<file path="src/rtl/tape_pkg.sv">
// Shared definitions for the cassette capture path: framing states, cell sizes
// and the half-period thresholds derived from the system clock rate.
package tape_pkg;

  typedef enum logic [2:0] {
    ST_IDLE,
    ST_LEADER,
    ST_HUNT,
    ST_DATA,
    ST_STOP
  } tape_state_e;

  localparam int unsigned CNT_W = 14;
  localparam logic [CNT_W-1:0] CNT_MAX = '1;

  // Cell sizes in short-half units (one 2400 Hz half = 1 unit)
  localparam logic [4:0] CELL_1200 = 5'd4;
  localparam logic [4:0] CELL_300  = 5'd16;

  function automatic logic [CNT_W-1:0] glitch_ticks(input int unsigned clk_hz);
    return CNT_W'(clk_hz / 12000);
  endfunction

  function automatic logic [CNT_W-1:0] short_max_ticks(input int unsigned clk_hz);
    return CNT_W'(clk_hz / 3200);
  endfunction

  function automatic logic [CNT_W-1:0] carrier_ticks(input int unsigned clk_hz);
    return CNT_W'(clk_hz / 800);
  endfunction

endpackage

</file>
<file path="src/rtl/fsk_halfcycle.sv">
// Front end: synchronises the cassette level, times each half period and
// classifies it as short (2400 Hz) or long (1200 Hz); also flags carrier loss.
module fsk_halfcycle
  import tape_pkg::*;
#(
  parameter int unsigned CLK_HZ = 12_000_000
) (
  input  logic clk_i,
  input  logic rst_i,
  input  logic cass_i,
  output logic half_valid_o,
  output logic half_long_o,
  output logic carrier_lost_o
);

  localparam logic [CNT_W-1:0] GLITCH_MIN = glitch_ticks(CLK_HZ);
  localparam logic [CNT_W-1:0] SHORT_MAX  = short_max_ticks(CLK_HZ);
  localparam logic [CNT_W-1:0] CARRIER    = carrier_ticks(CLK_HZ);

  logic             sync1_q, sync2_q, prev_q;
  logic [CNT_W-1:0] cnt_q, cnt_d;
  logic             half_valid_q, half_valid_d;
  logic             half_long_q, half_long_d;
  logic             edge_det, restart;

  always_comb begin
    edge_det     = sync2_q ^ prev_q;
    // Edges arriving too soon after the last accepted one are glitches;
    // the running count is kept so the true half still measures correctly.
    restart      = edge_det && (cnt_q >= GLITCH_MIN);
    half_valid_d = restart;
    half_long_d  = restart ? (cnt_q > SHORT_MAX) : half_long_q;
    if (restart) begin
      cnt_d = '0;
    end else if (cnt_q != CNT_MAX) begin
      cnt_d = cnt_q + 1'b1;
    end else begin
      cnt_d = cnt_q;
    end
  end

  always_ff @(posedge clk_i or posedge rst_i) begin
    if (rst_i) begin
      sync1_q      <= 1'b0;
      sync2_q      <= 1'b0;
      prev_q       <= 1'b0;
      cnt_q        <= '0;
      half_valid_q <= 1'b0;
      half_long_q  <= 1'b0;
    end else begin
      sync1_q      <= cass_i;
      sync2_q      <= sync1_q;
      prev_q       <= sync2_q;
      cnt_q        <= cnt_d;
      half_valid_q <= half_valid_d;
      half_long_q  <= half_long_d;
    end
  end

  assign half_valid_o   = half_valid_q;
  assign half_long_o    = half_long_q;
  assign carrier_lost_o = (cnt_q >= CARRIER);

endmodule

</file>
<file path="src/rtl/tape_capture.sv">
// CUTS cassette decoder: groups classified half periods into bit cells, frames
// bytes after a leader lock and writes them sequentially into a capture buffer.
module tape_capture
  import tape_pkg::*;
#(
  parameter int unsigned CLK_HZ     = 12_000_000,
  parameter int unsigned ADDR_W     = 16,
  parameter int unsigned LEADER_MIN = 16
) (
  input  logic              CLK12,
  input  logic              RESET,
  input  logic              ENABLE,
  input  logic              BAUD300,
  input  logic              CASS_IN,
  input  logic              CLEAR,
  output logic [ADDR_W-1:0] BUF_ADDR,
  output logic [7:0]        BUF_DATA,
  output logic              BUF_WE,
  output logic [ADDR_W-1:0] BYTE_CNT,
  output logic              OVERFLOW,
  output logic              FRAME_ERR,
  output logic              SYNCED
);

  localparam int unsigned LEAD_W = $clog2(LEADER_MIN + 1);

  logic half_valid, half_long, carrier_lost;

  fsk_halfcycle #(.CLK_HZ(CLK_HZ)) u_fsk (
    .clk_i          (CLK12),
    .rst_i          (RESET),
    .cass_i         (CASS_IN),
    .half_valid_o   (half_valid),
    .half_long_o    (half_long),
    .carrier_lost_o (carrier_lost)
  );

  tape_state_e       state_q, state_d;
  logic [4:0]        short_w_q, short_w_d, long_w_q, long_w_d;
  logic [LEAD_W-1:0] lead_cnt_q, lead_cnt_d;
  logic [2:0]        bit_cnt_q, bit_cnt_d;
  logic [7:0]        shift_q, shift_d;
  logic              baud300_q, baud300_d;
  logic              synced_q, synced_d;
  logic              frame_err_q, frame_err_d;
  logic              overflow_q, overflow_d;
  logic [ADDR_W-1:0] byte_cnt_q, byte_cnt_d;
  logic [ADDR_W-1:0] addr_q, addr_d;
  logic [7:0]        data_q, data_d;
  logic              we_q, we_d;

  logic [4:0] target, weight, total, s_w, l_w;
  logic       cell_done, cell_bit, carry;
  logic       emit;

  always_comb begin
    target    = baud300_q ? CELL_300 : CELL_1200;
    weight    = half_long ? 5'd2 : 5'd1;
    total     = short_w_q + long_w_q + weight;
    cell_done = half_valid && (total >= target);
    // A long half landing one unit short of the target spills one unit over.
    carry     = (total > target);
    s_w       = short_w_q + (half_long ? 5'd0 : 5'd1);
    l_w       = long_w_q + (half_long ? (carry ? 5'd1 : 5'd2) : 5'd0);
    cell_bit  = (s_w > l_w);
  end

  always_comb begin
    state_d     = state_q;
    short_w_d   = short_w_q;
    long_w_d    = long_w_q;
    lead_cnt_d  = lead_cnt_q;
    bit_cnt_d   = bit_cnt_q;
    shift_d     = shift_q;
    baud300_d   = baud300_q;
    synced_d    = synced_q;
    frame_err_d = frame_err_q;
    overflow_d  = overflow_q;
    byte_cnt_d  = byte_cnt_q;
    addr_d      = addr_q;
    data_d      = data_q;
    we_d        = 1'b0;
    emit        = 1'b0;

    if (state_q == ST_IDLE) begin
      baud300_d = BAUD300;
    end

    if (!ENABLE || (state_q != ST_IDLE && carrier_lost)) begin
      state_d    = ST_IDLE;
      short_w_d  = '0;
      long_w_d   = '0;
      lead_cnt_d = '0;
      bit_cnt_d  = '0;
      synced_d   = 1'b0;
    end else if (half_valid) begin
      if (state_q == ST_IDLE) begin
        // The first edge only marks where the tone begins; its half is not timed.
        state_d = ST_LEADER;
      end else begin
        if (cell_done) begin
          short_w_d = '0;
          long_w_d  = carry ? 5'd1 : 5'd0;
        end else begin
          short_w_d = s_w;
          long_w_d  = l_w;
        end
        if (cell_done) begin
          case (state_q)
            ST_LEADER: begin
              if (!cell_bit) begin
                lead_cnt_d = '0;
              end else if (lead_cnt_q == LEAD_W'(LEADER_MIN - 1)) begin
                lead_cnt_d = '0;
                synced_d   = 1'b1;
                state_d    = ST_HUNT;
              end else begin
                lead_cnt_d = lead_cnt_q + 1'b1;
              end
            end
            ST_HUNT: begin
              if (!cell_bit) begin
                bit_cnt_d = '0;
                state_d   = ST_DATA;
              end
            end
            ST_DATA: begin
              shift_d   = {cell_bit, shift_q[7:1]};
              bit_cnt_d = bit_cnt_q + 3'd1;
              if (bit_cnt_q == 3'd7) begin
                state_d = ST_STOP;
              end
            end
            ST_STOP: begin
              if (cell_bit) begin
                emit    = 1'b1;
                state_d = ST_HUNT;
              end else begin
                frame_err_d = 1'b1;
                lead_cnt_d  = '0;
                synced_d    = 1'b0;
                state_d     = ST_LEADER;
              end
            end
            default: ;
          endcase
        end
      end
    end

    if (emit) begin
      if (byte_cnt_q != '1) begin
        we_d       = 1'b1;
        addr_d     = byte_cnt_q;
        data_d     = shift_q;
        byte_cnt_d = byte_cnt_q + 1'b1;
      end else begin
        overflow_d = 1'b1;
      end
    end

    // Applied last so a coincident write still lands at the old address.
    if (CLEAR) begin
      byte_cnt_d  = '0;
      overflow_d  = 1'b0;
      frame_err_d = 1'b0;
    end
  end

  always_ff @(posedge CLK12 or posedge RESET) begin
    if (RESET) begin
      state_q     <= ST_IDLE;
      short_w_q   <= '0;
      long_w_q    <= '0;
      lead_cnt_q  <= '0;
      bit_cnt_q   <= '0;
      shift_q     <= '0;
      baud300_q   <= 1'b0;
      synced_q    <= 1'b0;
      frame_err_q <= 1'b0;
      overflow_q  <= 1'b0;
      byte_cnt_q  <= '0;
      addr_q      <= '0;
      data_q      <= '0;
      we_q        <= 1'b0;
    end else begin
      state_q     <= state_d;
      short_w_q   <= short_w_d;
      long_w_q    <= long_w_d;
      lead_cnt_q  <= lead_cnt_d;
      bit_cnt_q   <= bit_cnt_d;
      shift_q     <= shift_d;
      baud300_q   <= baud300_d;
      synced_q    <= synced_d;
      frame_err_q <= frame_err_d;
      overflow_q  <= overflow_d;
      byte_cnt_q  <= byte_cnt_d;
      addr_q      <= addr_d;
      data_q      <= data_d;
      we_q        <= we_d;
    end
  end

  assign BUF_ADDR  = addr_q;
  assign BUF_DATA  = data_q;
  assign BUF_WE    = we_q;
  assign BYTE_CNT  = byte_cnt_q;
  assign OVERFLOW  = overflow_q;
  assign FRAME_ERR = frame_err_q;
  assign SYNCED    = synced_q;

endmodule

</file>
<file path="config.mk">
export PLATFORM = sky130hd
export DESIGN_NAME = tape_capture
export DESIGN_NICKNAME = d
export VERILOG_FILES = /design/src/rtl/tape_pkg.sv /design/src/rtl/fsk_halfcycle.sv /design/src/rtl/tape_capture.sv
export SDC_FILE = /design/constraint.sdc
export NUM_CORES = 1
export LEC_CHECK = 0
export BUFFER_PORTS_ARGS = -buffer_cell sky130_fd_sc_hd__buf_4
export CORE_MARGIN = 8
export CORE_UTILIZATION = 48
export CTS_BUF_LIST = sky130_fd_sc_hd__clkbuf_16
export DETAILED_ROUTE_END_ITERATION = 8
export HOLD_SLACK_MARGIN = 0.02
export PLACE_DENSITY = 0.67
export SETUP_SLACK_MARGIN = 0.5
export SYNTH_ARGS = -nofsm -noshare
export SYNTH_HDL_FRONTEND = slang
export SYNTH_SLANG_ARGS = --single-unit
</file>
<file path="constraint.sdc">
create_clock -name CLK12 -period 9.75 [get_ports CLK12]
set_input_delay 2.4375 -clock CLK12 [delete_from_list [all_inputs] [get_ports CLK12]]
set_output_delay 2.4375 -clock CLK12 [all_outputs]
set_load 0.005 [all_outputs]
</file>
==> impl_metrics.csv <==
group,metric,value,unit
run_status,status,"completed",
yosys,yosysSeqAreaShare,0.480,
global_routing,antenna_found_initial,0,
yosys,avgSynthCellArea,9.35,µm²
yosys,synth.top_cell.area_share,0.480,
yosys,synth_seq_cells,93,
sta,slew_headroom,0.330,
global_routing,grt_max_degree,61,
clock_network,ctsHtreeMaxLevel,3,
route,firstDrtPassIters,4,
global_routing,top_usage_layer,"met2",
sta,fin_ws,3.07,ns
yosys,synth_edf_count,0,
global_routing,grt_pass1_wl,17900,µm
place,dp.cells,682,
worst_setup_path,cp_max_fo,43,
sta,skew,0.0139,ns
power,power,912,µW
final_layout,multi_input_area,2360,µm²
final_layout,final_cell_area,5600,µm²
sta,tns,0,ns
clock_network,post_cts_buffers,0,
route,drt_wl_total,10200,µm
floorplan,dieArea,13600,µm²
clock_network,hold_buffers,0,
sta,rsz0062_at_grt,"no",
worst_setup_path,critPathKind,"reg -> reg",
sta,max_slew.worst_pin.slew,1.00,ns
worst_setup_path,start_kind,"flop",
job,max_cap_violations,0,
place,io_buffers,49,
yosys,synth-async-reset-ratio,1.00,
power,power.density,163,nW/µm²
yosys,syn_inst,519,
global_routing,grtUsageMet3,0.0315,
floorplan,ios,50,
floorplan,rows,36,
sta,post-route-period-util,0.685,
place,pre_cts_slack,3.06,ns
global_routing,overflow,0,
global_routing,grt_pass1_vias,3800,
place,hpwl,7170,µm
clock_network,tritoncts,"built",
clock_network,cts_root_buffer,"clkbuf_16",
yosys,synth_area,4850,µm²
clock_network,cts_sinks,93,
yosys,synth_ff_type,"dfrtp_1",
clock_network,clk_latency,0.34,ns
clock_network,post_cts_resized,0,
global_routing,track_usage,0.162,
yosys,ys.warnings.count,0,
final_layout,layout_common_cells,"nand2_1, dfrtp_1, buf_4, nor2_1, o21ai_0",
final_layout,final_util,0.573,
power,vdd_ir_drop_max,0.0000801,V
floorplan,die_width,117,µm
yosys,synth_area_leaders,"dfrtp_1, nand2_1, ha_1, nor2_1, o21ai_0",
sta,slew_viol_final,0,
clock_network,cts_buffer_depth,2,
worst_setup_path,worstPathArrival,6.95,ns
route,postRouteAntennaNets,0,
sta,period_needed,6.68,ns
route,via_per_inst,5.44,
final_layout,final_common_cell,"nand2_1",
final_layout,regArea,2330,µm²
worst_setup_path,end_kind,"flop",
route,vias,3796,
sta,fin_hold_ws,0.370,ns
final_layout,drive_above_1_share,0.154,
floorplan,coreArea,9770,µm²
clock_network,cts_buffers,9,
worst_setup_path,critPathRequiredTime,10.02,ns
global_routing,grt_util_met2,0.257,
place,dpl_cell_area,5310,µm²
sta,finalHoldViolCount,0,
power,cellLeakagePower,2.75,nW
final_layout,fillerInstances,887,
route,drc,0,
route,drt_first_iter_violations,176,
yosys,yosys.area.top_type,"dfrtp_1",
final_layout,area_growth,15.4,%
place,gp_congestion,0.850,
yosys,syn_nets,551,
sta,setup_viol,0,
yosys,yosysUniqueCellTypes,57,
final_layout,stdcell_count,698,
sta,fmax,150,MHz
floorplan,start_util,0.496,
route,routedWlPerCell,14.6,µm
final_layout,diodes,0,
global_routing,use_met1,0.218,
clock_network,path_clk_slew,0.07,ns
hold_path,hold_path.class,"reg -> reg",
floorplan,die_h,117,µm
final_layout,nets,592,
==> state kept, by name, summed over array words and instances, names as in the netlist, 3 cells and up <==
name	flops
BYTE_CNT	16
state_q	3
long_w_q	5
shift_q	8
BUF_DATA	8
u_fsk.cnt_q	14
BUF_ADDR	16
short_w_q	5
lead_cnt_q	5
bit_cnt_q	3
==> layer usage <==
| layer | vias to the layer above | wire (µm) | part of all wire |
|---|---|---|---|
| met5 | - | 0 | 0 |
| met4 | 0 | 158 | 0.015 |
| met3 | 15 | 551 | 0.054 |
| met2 | 81 | 4800 | 0.47 |
| met1 | 1843 | 4710 | 0.46 |
| li1 | 1857 | - | - |
==> path summary, 6_finish.rpt <==
| check | startpoint | endpoint | slack [ns] | cells past startpoint |
|---|---|---|---|---|
| max | u_fsk.half_long_o | BYTE_CNT[14] | 3.07 | 22 |
| min | u_fsk.sync1_q | u_fsk.sync2_q | 0.37 | 0 |
| max reg2reg | u_fsk.half_long_o | BYTE_CNT[14] | 3.07 | 22 |
| min reg2reg | u_fsk.sync1_q | u_fsk.sync2_q | 0.37 | 0 |
| max in group asynchronous | RESET | lead_cnt_q[2] | 6.44 | 3 |
| min in group asynchronous | RESET | u_fsk.sync2_q | 2.15 | 2 |
==> final cells by class <==
| class | instances | share of cell area |
|---|---|---|
| Clock buffer | 9 | 0.0402 |
| Multi-Input combinational cell | 386 | 0.421 |
| Tap cell | 133 | 0.0297 |
| Timing Repair Buffer | 51 | 0.0684 |
| Sequential cell | 93 | 0.416 |
| Inverter | 19 | 0.0130 |
| Clock inverter | 7 | 0.0123 |
==> critical path, cell delays in order (launching register included) <==
cell and delay [ns]:
dfrtp_1 0.39, inv_1 0.11, fa_1 0.44, ha_1 0.22, fa_1 0.49, inv_1 0.05
ha_1 0.26, and4_1 0.24, inv_1 0.07, and3_1 0.16, ha_1 0.20, fa_1 0.44
nand3_1 0.13, xor2_1 0.20, ha_1 0.27, and3_1 0.18, a32oi_1 0.20, buf_4 0.22
nand4_2 0.79, inv_1 1.07, nand3_1 0.18, xor2_1 0.18, nor2_1 0.09
==> Yosys cell counts, drive strengths merged, types with 2 or more instances <==
cell	count
a21o	5
ha	22
a211o	4
nand2b	2
a31oi	3
nand4	9
o21ai	32
a211oi	6
mux2	9
clkbuf	12
nor2	43
dfrtp	93
a22o	3
nor2b	5
nand2	109
nor3	9
nor4	4
xnor2	14
a32oi	2
xor2	15
o22ai	3
a21oi	23
or2	2
inv	19
and3	9
fa	4
or3	7
nand3	26
buf	9
==> cell families (layout without fill, tap and decap cells) <==
| family | after synthesis | count (layout) | share of synthesized area |
|---|---|---|---|
| and+or+nand+nor | 231 | 231 | 0.217 |
| xor gates and xnor gates | 29 | 29 | 0.0523 |
| muxes | 10 | 10 | 0.0230 |
| buffers and inverters | 40 | 86 | 0.0348 |
| adders and majority gates | 26 | 26 | 0.0732 |
| DFF | 93 | 93 | 0.480 |
| AOI/OAI and AO/OA | 90 | 90 | 0.120 |
==> power breakdown <==
group | total (mW) | switching, mW | leakage (nW) | internal [mW]
registers | 0.414 | 0.0146 | 1.27 | 0.399
clock network | 0.340 | 0.160 | 0.144 | 0.180
logic | 0.158 | 0.0930 | 1.34 | 0.0648
total | 0.912 | 0.268 | 2.75 | 0.644
(Power assumes the default switching activity.)
